<file path="src/rtl/ssd_scan.sv">
// ssd_scan: multiplexed seven-segment display scanner.
//   A prescaler p divides clk_1M into digit slots of REFRESH_DIV cycles.
//   A digit index k steps through N_DIGITS slots; one full pass is a frame.
//   digits/dp/blank are captured into a pending set on load. The pending set
//   is copied to the active set only at a frame wrap, so a frame never mixes
//   old and new values.
// Ports:
//   clk_1M     in   single clock, rising edge
//   rst        in   synchronous active-high reset
//   digits     in   4*N_DIGITS hex nibbles, nibble 0 is the rightmost digit
//   dp         in   per-digit decimal point request
//   blank      in   per-digit force-off
//   load       in   snapshot strobe for digits/dp/blank
//   seg_en     out  one-hot-or-zero digit enable, active high
//   seg        out  segments gfedcba (bit0 = a), 1 = lit
//   seg_dp     out  decimal point segment, 1 = lit
//   frame_done out  one-cycle pulse in the cycle after each frame wrap
module ssd_scan #(
  parameter int N_DIGITS    = 4,
  parameter int REFRESH_DIV = 1000,
  parameter int DEAD_CYCLES = 8,
  parameter int LZS         = 0
) (
  input  logic                    clk_1M,
  input  logic                    rst,
  input  logic [4*N_DIGITS-1:0]   digits,
  input  logic [N_DIGITS-1:0]     dp,
  input  logic [N_DIGITS-1:0]     blank,
  input  logic                    load,
  output logic [N_DIGITS-1:0]     seg_en,
  output logic [6:0]              seg,
  output logic                    seg_dp,
  output logic                    frame_done
);

  localparam int PW = (REFRESH_DIV > 1) ? $clog2(REFRESH_DIV) : 1;
  localparam int KW = (N_DIGITS > 1) ? $clog2(N_DIGITS) : 1;
  localparam logic [PW-1:0] P_LAST = PW'(REFRESH_DIV - 1);
  localparam logic [KW-1:0] K_LAST = KW'(N_DIGITS - 1);

  function automatic logic [6:0] hex7(input logic [3:0] n);
    case (n)
      4'h0: hex7 = 7'h3F;  4'h1: hex7 = 7'h06;  4'h2: hex7 = 7'h5B;  4'h3: hex7 = 7'h4F;
      4'h4: hex7 = 7'h66;  4'h5: hex7 = 7'h6D;  4'h6: hex7 = 7'h7D;  4'h7: hex7 = 7'h07;
      4'h8: hex7 = 7'h7F;  4'h9: hex7 = 7'h6F;  4'hA: hex7 = 7'h77;  4'hB: hex7 = 7'h7C;
      4'hC: hex7 = 7'h39;  4'hD: hex7 = 7'h5E;  4'hE: hex7 = 7'h79;  default: hex7 = 7'h71;
    endcase
  endfunction

  // scan state
  logic [PW-1:0] p_q, p_d;
  logic [KW-1:0] k_q, k_d;
  // pending and active register sets
  logic [4*N_DIGITS-1:0] pend_dig_q, pend_dig_d, act_dig_q, act_dig_d;
  logic [N_DIGITS-1:0]   pend_dp_q, pend_dp_d, act_dp_q, act_dp_d;
  logic [N_DIGITS-1:0]   pend_bl_q, pend_bl_d, act_bl_q, act_bl_d;
  logic                  pend_vld_q, pend_vld_d;
  // registered outputs
  logic [N_DIGITS-1:0]   seg_en_q, seg_en_d;
  logic [6:0]            seg_q, seg_d;
  logic                  seg_dp_q, seg_dp_d;
  logic                  frame_done_q, frame_done_d;

  logic p_wrap, frame_wrap, dead;

  generate
    if (DEAD_CYCLES == 0) begin : g_nodead
      assign dead = 1'b0;
    end else begin : g_dead
      assign dead = (p_q < PW'(DEAD_CYCLES));
    end
  endgenerate

  assign p_wrap     = (p_q == P_LAST);
  assign frame_wrap = p_wrap && (k_q == K_LAST);

  // scan counters and register-set transfer
  always_comb begin
    p_d = p_wrap ? '0 : p_q + 1'b1;
    k_d = k_q;
    if (p_wrap) k_d = (k_q == K_LAST) ? '0 : k_q + 1'b1;

    pend_dig_d = pend_dig_q;
    pend_dp_d  = pend_dp_q;
    pend_bl_d  = pend_bl_q;
    pend_vld_d = pend_vld_q;
    act_dig_d  = act_dig_q;
    act_dp_d   = act_dp_q;
    act_bl_d   = act_bl_q;

    if (load) begin
      pend_dig_d = digits;
      pend_dp_d  = dp;
      pend_bl_d  = blank;
      pend_vld_d = 1'b1;
    end

    // A load coinciding with the wrap goes straight to active; it is consumed,
    // so pending_valid ends up clear either way.
    if (frame_wrap && (pend_vld_q || load)) begin
      act_dig_d  = load ? digits : pend_dig_q;
      act_dp_d   = load ? dp     : pend_dp_q;
      act_bl_d   = load ? blank  : pend_bl_q;
      pend_vld_d = 1'b0;
    end
  end

  // output decode from the current slot
  always_comb begin
    logic [3:0] nib;
    logic       dpk, blk, zero_hi, supp;
    logic [N_DIGITS-1:0] onehot;
    nib     = '0;
    dpk     = 1'b0;
    blk     = 1'b0;
    supp    = 1'b0;
    zero_hi = 1'b1;
    onehot  = '0;
    // walk from the top digit down so zero_hi means "this and all higher are 0"
    for (int i = N_DIGITS - 1; i >= 0; i--) begin
      zero_hi = zero_hi && (act_dig_q[4*i +: 4] == 4'h0);
      if (k_q == KW'(i)) begin
        nib       = act_dig_q[4*i +: 4];
        dpk       = act_dp_q[i];
        blk       = act_bl_q[i];
        onehot[i] = 1'b1;
        supp      = (LZS != 0) && (i != 0) && zero_hi;
      end
    end

    seg_en_d = '0;
    seg_d    = '0;
    seg_dp_d = 1'b0;
    if (!dead && !blk) begin
      seg_en_d = onehot;
      seg_d    = supp ? 7'h00 : hex7(nib);
      seg_dp_d = dpk;
    end
    frame_done_d = frame_wrap;
  end

  always_ff @(posedge clk_1M) begin
    if (rst) begin
      p_q          <= '0;
      k_q          <= '0;
      pend_dig_q   <= '0;
      pend_dp_q    <= '0;
      pend_bl_q    <= '0;
      pend_vld_q   <= 1'b0;
      act_dig_q    <= '0;
      act_dp_q     <= '0;
      act_bl_q     <= '0;
      seg_en_q     <= '0;
      seg_q        <= '0;
      seg_dp_q     <= 1'b0;
      frame_done_q <= 1'b0;
    end else begin
      p_q          <= p_d;
      k_q          <= k_d;
      pend_dig_q   <= pend_dig_d;
      pend_dp_q    <= pend_dp_d;
      pend_bl_q    <= pend_bl_d;
      pend_vld_q   <= pend_vld_d;
      act_dig_q    <= act_dig_d;
      act_dp_q     <= act_dp_d;
      act_bl_q     <= act_bl_d;
      seg_en_q     <= seg_en_d;
      seg_q        <= seg_d;
      seg_dp_q     <= seg_dp_d;
      frame_done_q <= frame_done_d;
    end
  end

  assign seg_en     = seg_en_q;
  assign seg        = seg_q;
  assign seg_dp     = seg_dp_q;
  assign frame_done = frame_done_q;

endmodule

</file>
<file path="config.mk">
export PLATFORM = sky130hd
export DESIGN_NAME = ssd_scan
export DESIGN_NICKNAME = d
export VERILOG_FILES = /design/src/rtl/ssd_scan.sv
export SDC_FILE = /design/constraint.sdc
export NUM_CORES = 1
export LEC_CHECK = 0
export CAP_MARGIN = 25
export CORE_ASPECT_RATIO = 0.9
export CORE_MARGIN = 4
export CORE_UTILIZATION = 50
export CTS_CLUSTER_DIAMETER = 200
export DETAILED_ROUTE_END_ITERATION = 16
export PLACE_DENSITY = 0.84
export SETUP_SLACK_MARGIN = 0.5
export SYNTH_ARGS = -nofsm -noshare
export SYNTH_HDL_FRONTEND = slang
export SYNTH_SLANG_ARGS = --single-unit
export TNS_END_PERCENT = 30
</file>
<file path="constraint.sdc">
create_clock -name clk_1M -period 2.2 [get_ports clk_1M]
set_input_delay 0.44 -clock clk_1M [delete_from_list [all_inputs] [get_ports clk_1M]]
set_output_delay 0.44 -clock clk_1M [all_outputs]
set_load 0.05 [all_outputs]
</file>
==> impl_results.md, run 1 <==
- GR Overflow Total: 0
- Clk slew on worst S/H paths: approximately 70 ps
- WP data required: 2500 ps
- Tmin final: 2067 ps
- Synthesis-stage register bit count: 74
- Die height: roughly 84 um
- Sequential area share after synthesis: about 46%
- LEAKAGE: between 1.5 and 2 nW
- Num CTS Buffers: 9
- Crit path to: seg[0]$_SDFF_PP0_
- Post-synthesis cell count: 323
- Slew @ Worst Pin: between 500 and 600 ps
- Pre-Repair DR Iteration Count: 6
- Fin Setup TNS: 0 ps
- RSZ-0062 raised after global routing: true
- R2r setup slk: approximately 130 ps
- Synthesis Warnings: 0
- Clock root buffer: clkbuf_8
- CTS tree: built
- Synth unique cells: 46
- Buffers on Ports: 39
- Area delta synth->final: 36.91%
- Asr flop ratio synth: 0%
- Synth area leaders: dfxtp_1 (46%), a211oi_2 (9.2%), mux2i_1 (8.0%)
- Initial cell density of the core: between 50 and 60%
- Leading cell types in the layout, fill and taps excluded: dfxtp_1 (72), nor2_1 (68), buf_4 (35)
- Global-route wire length before repair: 11950 um
- CP startpoint: k_q[0]$_SDFFE_PP0N_
- Rel. slew slack: 65.93%
- Antenna violations before repair: 0
- Antenna-violating nets left: 0
- Mean area per synthesized cell: between 10 and 15 um^2
- Status: complete, no violations
- Final cell count without fillers: roughly 490
- PwrDens: roughly 600 nW/um^2
- Top-area cell type share of the netlist area: ~46%
- Period utilization: 93.98%
- WL final: a little over 8000 um
- Worst skew pair latency: between 300 and 400 ps
- Largest net degree at the start of global routing: 33
- Hold WC Path Type: flop to flop
- CTS Hold Bufs: 0
- WP data arrival: around 2400 ps
- Slew Viols, Final: 0
- Leading cell type in the layout, fill and taps excluded: dfxtp_1
- Vias after detailed routing: roughly 2.6k
- Number of flops mapped to enable cells by yosys: 0
- DR DRC count: 0
- Vias in the first global route: ~2.5k
- Ant diodes: 0
- Cell Area, Synth: ~3300 um^2
- Placeable Area: 6216 um^2
- Predominant post-synthesis flop cell: dfxtp_1
- I/O pin cnt: 40
- Vias per cell: 5.367
- Critical path type: flop to flop
- F_max: approximately 480 MHz
- Max VDD drop: ~0.57 mV
- Die width: about 93 um
- Die area: 7857 um^2
- Routed wire length per instance: approximately 17 um
- Startpoint class of the critical path: flop
- Initial DRC count: around 150
- Post-DP HPWL: 4401 um
- Reg-to-Reg Start: k_q[0]$_SDFFE_PP0N_
- H-tree depth: 3
- Final setup skew: roughly 16 ps
- Top cell type by total area after synthesis: dfxtp_1
- Fin. Hold Viols: 0
- Net count, final: roughly 440
- Final Setup Violations: 0
- FP Rows: 27
- Max Fanout on Critical Path: 6
- Worst R2R End: seg[0]$_SDFF_PP0_
- GRT Total Usage: a little under 20%
- Clk sink count: 74
- Share of layout cells above drive strength 1: between 30% and 40%
- Routability cong.: 0.7997
- Worst-case clock buffer depth: 2
- Max_cap viols: 0
- Cells on worst reg2reg path: 8
- Syn_nets: 362
- Crit end category: flop
- Dpl cells: 438
[what timing repair did]
action | 4_1_cts | 5_1_grt
buffers inserted | 22 | 10
resized for setup | 38 | 15
gates cloned | 0 | 2
endpoints found under the setup margin | 49 | 44
pin swaps | 11 | 11
[metrics by stage]
stage	util, %	instance area (um^2)	setup WS [ps]	power, mW	hold slack (ps)
after floorplan	-	3299	244.6	1.501	417.5
after CTS	68.50	4258	271.6	2.700	470.1
after global placement	60.23	3744	126.5	1.566	430.3
after global routing	71.60	4451	68.14	2.789	489.4
final	71.60	4451	132.5	2.691	461.6
after detailed placement	60.23	3744	24.74	1.572	459.7
[where the power goes]
group | internal, mW | leakage [nW] | switching, mW
clock | 0.636 | 0.105 | 0.516
combinational | 0.0782 | 0.977 | 0.0815
sequential | 1.37 | 0.603 | 0.0107
total | 2.08 | 1.69 | 0.608
[sequential cells by signal, summed over array words and instances (netlist names)]
name,flops
seg_dp,1
pend_dp_q,4
frame_done,1
seg,7
pend_vld_q,1
p_q,10
seg_en,4
act_bl_q,4
pend_bl_q,4
act_dig_q,16
pend_dig_q,16
act_dp_q,4
k_q,2
[worst min-delay path by stage]
stage | start | endpoint | cells after the start
finish | p_q[0]$_SDFF_PP0_ | p_q[0]$_SDFF_PP0_ | 1
global route | p_q[0]$_SDFF_PP0_ | p_q[0]$_SDFF_PP0_ | 1
CTS | p_q[0]$_SDFF_PP0_ | p_q[0]$_SDFF_PP0_ | 1
detailed placement | p_q[0]$_SDFF_PP0_ | p_q[0]$_SDFF_PP0_ | 1
global placement | p_q[0]$_SDFF_PP0_ | p_q[0]$_SDFF_PP0_ | 1
floorplan | p_q[0]$_SDFF_PP0_ | p_q[0]$_SDFF_PP0_ | 1
[synth_stat cells (all sizes together), types with 2 or more instances]
library cell and n:
o21ai 4, nor3b 3, a311o 2, ha 12, and2 5, inv 9
nand4 3, a221oi 3, a211oi 25, xor2 4, nand3 2, dfxtp 74
nor2 69, xnor2 4, mux2i 26, a21oi 10, clkbuf 7, nor3 6
buf 13, nand2 20, nor2b 2, a311oi 2, nand3b 6
[final cells by class]
cell class / count / area (um^2)
well taps: 87 / 108.9
clock buffers: 9 / 123.9
fillers: 427 / 1765
clock inverters: 7 / 93.84
inverters: 9 / 41.29
repair buffers: 82 / 757.0
flip-flops and latches: 74 / 1489
multi-input cells: 220 / 1837
[layer usage]
layer	vias to the layer above	share of wire, %	track usage, %
met2	114	48	30.61
met5	-	0	0
met4	0	3.1	12.92
li1	1263	-	-
met3	31	6.5	6.004
met1	1211	43	23.03
[kinds of logic after synthesis]
group	after synthesis	share of synthesized area (%)
AND/OR/NAND/NOR	122	18.24
flip-flops	74	45.57
AO/OA/AOI/OAI	52	16.55
buffers and inverters	29	4.850
multiplexers	26	8.006
adder cells (fa/ha/maj)	12	4.619
XOR/XNOR	8	2.155
[critical path: stages (launching register included)]
cell and delay [ps]:
dfxtp_4 390, inv_4 50, ha_4 170, nand3b_1 200, a221oi_4 460, inv_2 170, ha_4 210, nor3_2 190
o31a_1 160
Power figures use the tool's default switching activity.
==> run 2, diff against run 1 <==
GPL_ROUTABILITY_DRIVEN = 0   (was default)
==> results of run 2 <==
The final DEF is identical to that of run 1; final timing and power are the same.
==> run 3, diff against run 2 <==
CORE_ASPECT_RATIO = 0.75   (was 0.9)
CORE_MARGIN = 1.5   (was 4)
==> impl_results.md, run 3 (synthesized netlist as in run 1, its figures left out) <==
- Max_cap viols: 0 (unchanged)
- GRT Total Usage: 21.87% (was 19.55%)
- Worst skew pair latency: 360 ps (about the same)
- Worst path cell trace: buf_6 -> ha_4 -> nand3b_1 -> a221oi_4 -> inv_2 -> ha_2 -> nor3_2 -> o31a_1 (was inv_4 -> ha_4 -> nand3b_1 -> a221oi_4 -> inv_2 -> ha_4 -> nor3_2 -> o31a_1)
- RSZ-0062 raised after global routing: true (unchanged)
- DR DRC count: 0 (unchanged)
- Max Fanout on Critical Path: 8 (was 6)
- Util after Layout: 70.11% (was 71.60%)
- Pre-Repair DR Iteration Count: 4 (was 6)
- Final Setup Violations: 0 (unchanged)
- I/O pin cnt: 40 (unchanged)
- Share of layout cells above drive strength 1: 31.39% (was 32.17%)
- Initial DRC count: 258 (was 146)
- LEAKAGE: 1.656 nW (was 1.686 nW)
- FP Rows: 25 (was 27)
- WP data required: 2510 ps (was 2500 ps)
- Ant diodes: 0 (unchanged)
- H-tree depth: 3 (unchanged)
- Fin. Hold Viols: 0 (unchanged)
- Routed wire length per instance: 17.16 um (was 16.60 um)
- Worst-case clock buffer depth: 2 (unchanged)
- Net count, final: 429 (was 435)
- Vias per cell: 5.498 (was 5.367)
- Slew Viols, Final: 0 (unchanged)
- WP data arrival: 2420 ps (was 2360 ps)
- Final setup skew: 13.14 ps (was 15.88 ps)
- CTS tree: built (unchanged)
- Die area: 6999 um^2 (was 7857 um^2)
- Post-placement setup slack: 39.27 ps (was 24.74 ps)
- Num CTS Buffers: 9 (unchanged)
- Post-DP HPWL: 4288 um (was 4401 um)
- Max stage delay cell, worst path: a221oi_4 (unchanged)
- Clk slew on worst S/H paths: 80 ps (was 70 ps)
- Vias after detailed routing: 2617 (was 2619)
- Biggest regs: act_dig_q (16), pend_dig_q (16), p_q (10) (unchanged)
- Status: complete, no violations (unchanged)
- Period utilization: 96.13% (was 93.98%)
- F_max: 472.8 MHz (was 483.7 MHz)
- Die width: 96.11 um (was 92.99 um)
- Leading cell type in the layout, fill and taps excluded: dfxtp_1 (unchanged)
- Largest net degree at the start of global routing: 56 (was 33)
- Tmin final: 2115 ps (was 2067 ps)
- R2r setup slk: 90 ps (was 130 ps)
- Clk sink count: 74 (unchanged)
- Fill cell count: 437 (was 427)
- Crit end category: flop (unchanged)
- GR Overflow Total: 0 (unchanged)
- Antenna violations before repair: 0 (unchanged)
- Final worst slack: 85.06 ps (was 132.5 ps)
- Clock root buffer: clkbuf_8 (unchanged)
- Startpoint class of the critical path: flop (unchanged)
- PwrDens: 612.9 nW/um^2 (was 604.5 nW/um^2)
- CTS Hold Bufs: 0 (unchanged)
- Worst stage delay on the critical path: 390 ps (was 460 ps)
- Hold WC Path Type: flop to flop (unchanged)
- Hold_ws: 421.1 ps (was 461.6 ps)
- WL final: 8168 um (was 8100 um)
- Leading cell types in the layout, fill and taps excluded: dfxtp_1 (71), nor2_1 (67), clkdlybuf4s50_1 (35) (was dfxtp_1 (72), nor2_1 (68), buf_4 (35))
- Die height: 72.83 um (was 84.49 um)
- Critical path type: flop to flop (unchanged)
- Fin Setup TNS: 0 ps (unchanged)
- Slew @ Worst Pin: 694.4 ps (was 513.0 ps)
- Max VDD drop: 0.4946 mV (was 0.5676 mV)
- Rel. slew slack: 53.71% (was 65.93%)
- Buffers on Ports: 39 (unchanged)
- Global-route wire length before repair: 11340 um (was 11950 um)
- Antenna-violating nets left: 0 (unchanged)
- Post-route design area: 4408 um^2 (was 4451 um^2)
- Placed cell areas: 3714 um^2 (was 3744 um^2)
- Placeable Area: 6287 um^2 (was 6216 um^2)
- Initial cell density of the core: 51.70% (was 52.29%)
- Vias in the first global route: 2378 (was 2524)
- Area delta synth->final: 35.60% (was 36.91%)
## run 3: changes by cell type in the layout (fill, tap and decap cells not counted), sizes merged
cell / change
buf: -7
clkinv: -1
dlygate4sd2: -2
clkdlybuf4s50: +2
clkbuf: +3
inv: -1
## run 3: critical path, delay by kind of cell, from the launching register on
family / cells / cell delay (ps)
buffers and inverters: 2 / 260
AO/OA/AOI/OAI: 2 / 560
flip-flops: 1 / 380
adder cells (fa/ha/maj): 2 / 450
AND/OR/NAND/NOR: 2 / 420
## run 3: worst paths after layout
kind / startpoint / to / cells past startpoint
min: p_q[0]$_SDFF_PP0_ / p_q[0]$_SDFF_PP0_ / 1
max reg2reg: k_q[0]$_SDFFE_PP0N_ / seg[0]$_SDFF_PP0_ / 8
min reg2reg: p_q[0]$_SDFF_PP0_ / p_q[0]$_SDFF_PP0_ / 1
max: k_q[0]$_SDFFE_PP0N_ / seg[0]$_SDFF_PP0_ / 8
## run 3: layout make-up
class                   count  area, um^2  share of cell area [%]
clock buffers              11       141.4                   3.208
repair buffers             76       750.7                   17.03
clock inverters             5       77.57                   1.760
flip-flops and latches     74        1490                   33.81
inverters                   9       45.04                   1.022
well taps                  81       101.3                   2.299
multi-input cells         220        1802                   40.87
## run 3: power breakdown
part           total [mW]  internal [mW]  leakage [nW]  switching [mW]
Clock                1.16          0.666         0.109           0.498
Combinational       0.160         0.0772         0.944          0.0827
Sequential           1.38           1.37         0.604         0.00976
Total                2.70           2.11          1.66           0.590
## run 3: routing by layer
| layer | wire [um] | global-route usage [%] | up-vias |
|---|---|---|---|
| li1 | - | - | 1253 |
| met1 | 3380 | 26.94 | 1219 |
| met2 | 3897 | 34.98 | 104 |
| met5 | 0 | 0 | - |
| met3 | 546 | 6.458 | 41 |
| met4 | 344 | 10.62 | 0 |
## run 3: per-stage QoR
step,std cells,power [mW]
after floorplan,323,1.501
after detailed placement,429,1.571
after global placement,429,1.565
after global routing,476,2.787
final,476,2.702
after CTS,462,2.704
## run 3: what timing repair did
| action | in CTS | in global routing |
|---|---|---|
| pin swaps | 10 | 14 |
| resized for setup | 37 | 14 |
| hold endpoints to repair | 0 | 0 |
| buffers inserted | 17 | 12 |
| gates cloned | 0 | 2 |
| endpoints found under the setup margin | 49 | 47 |
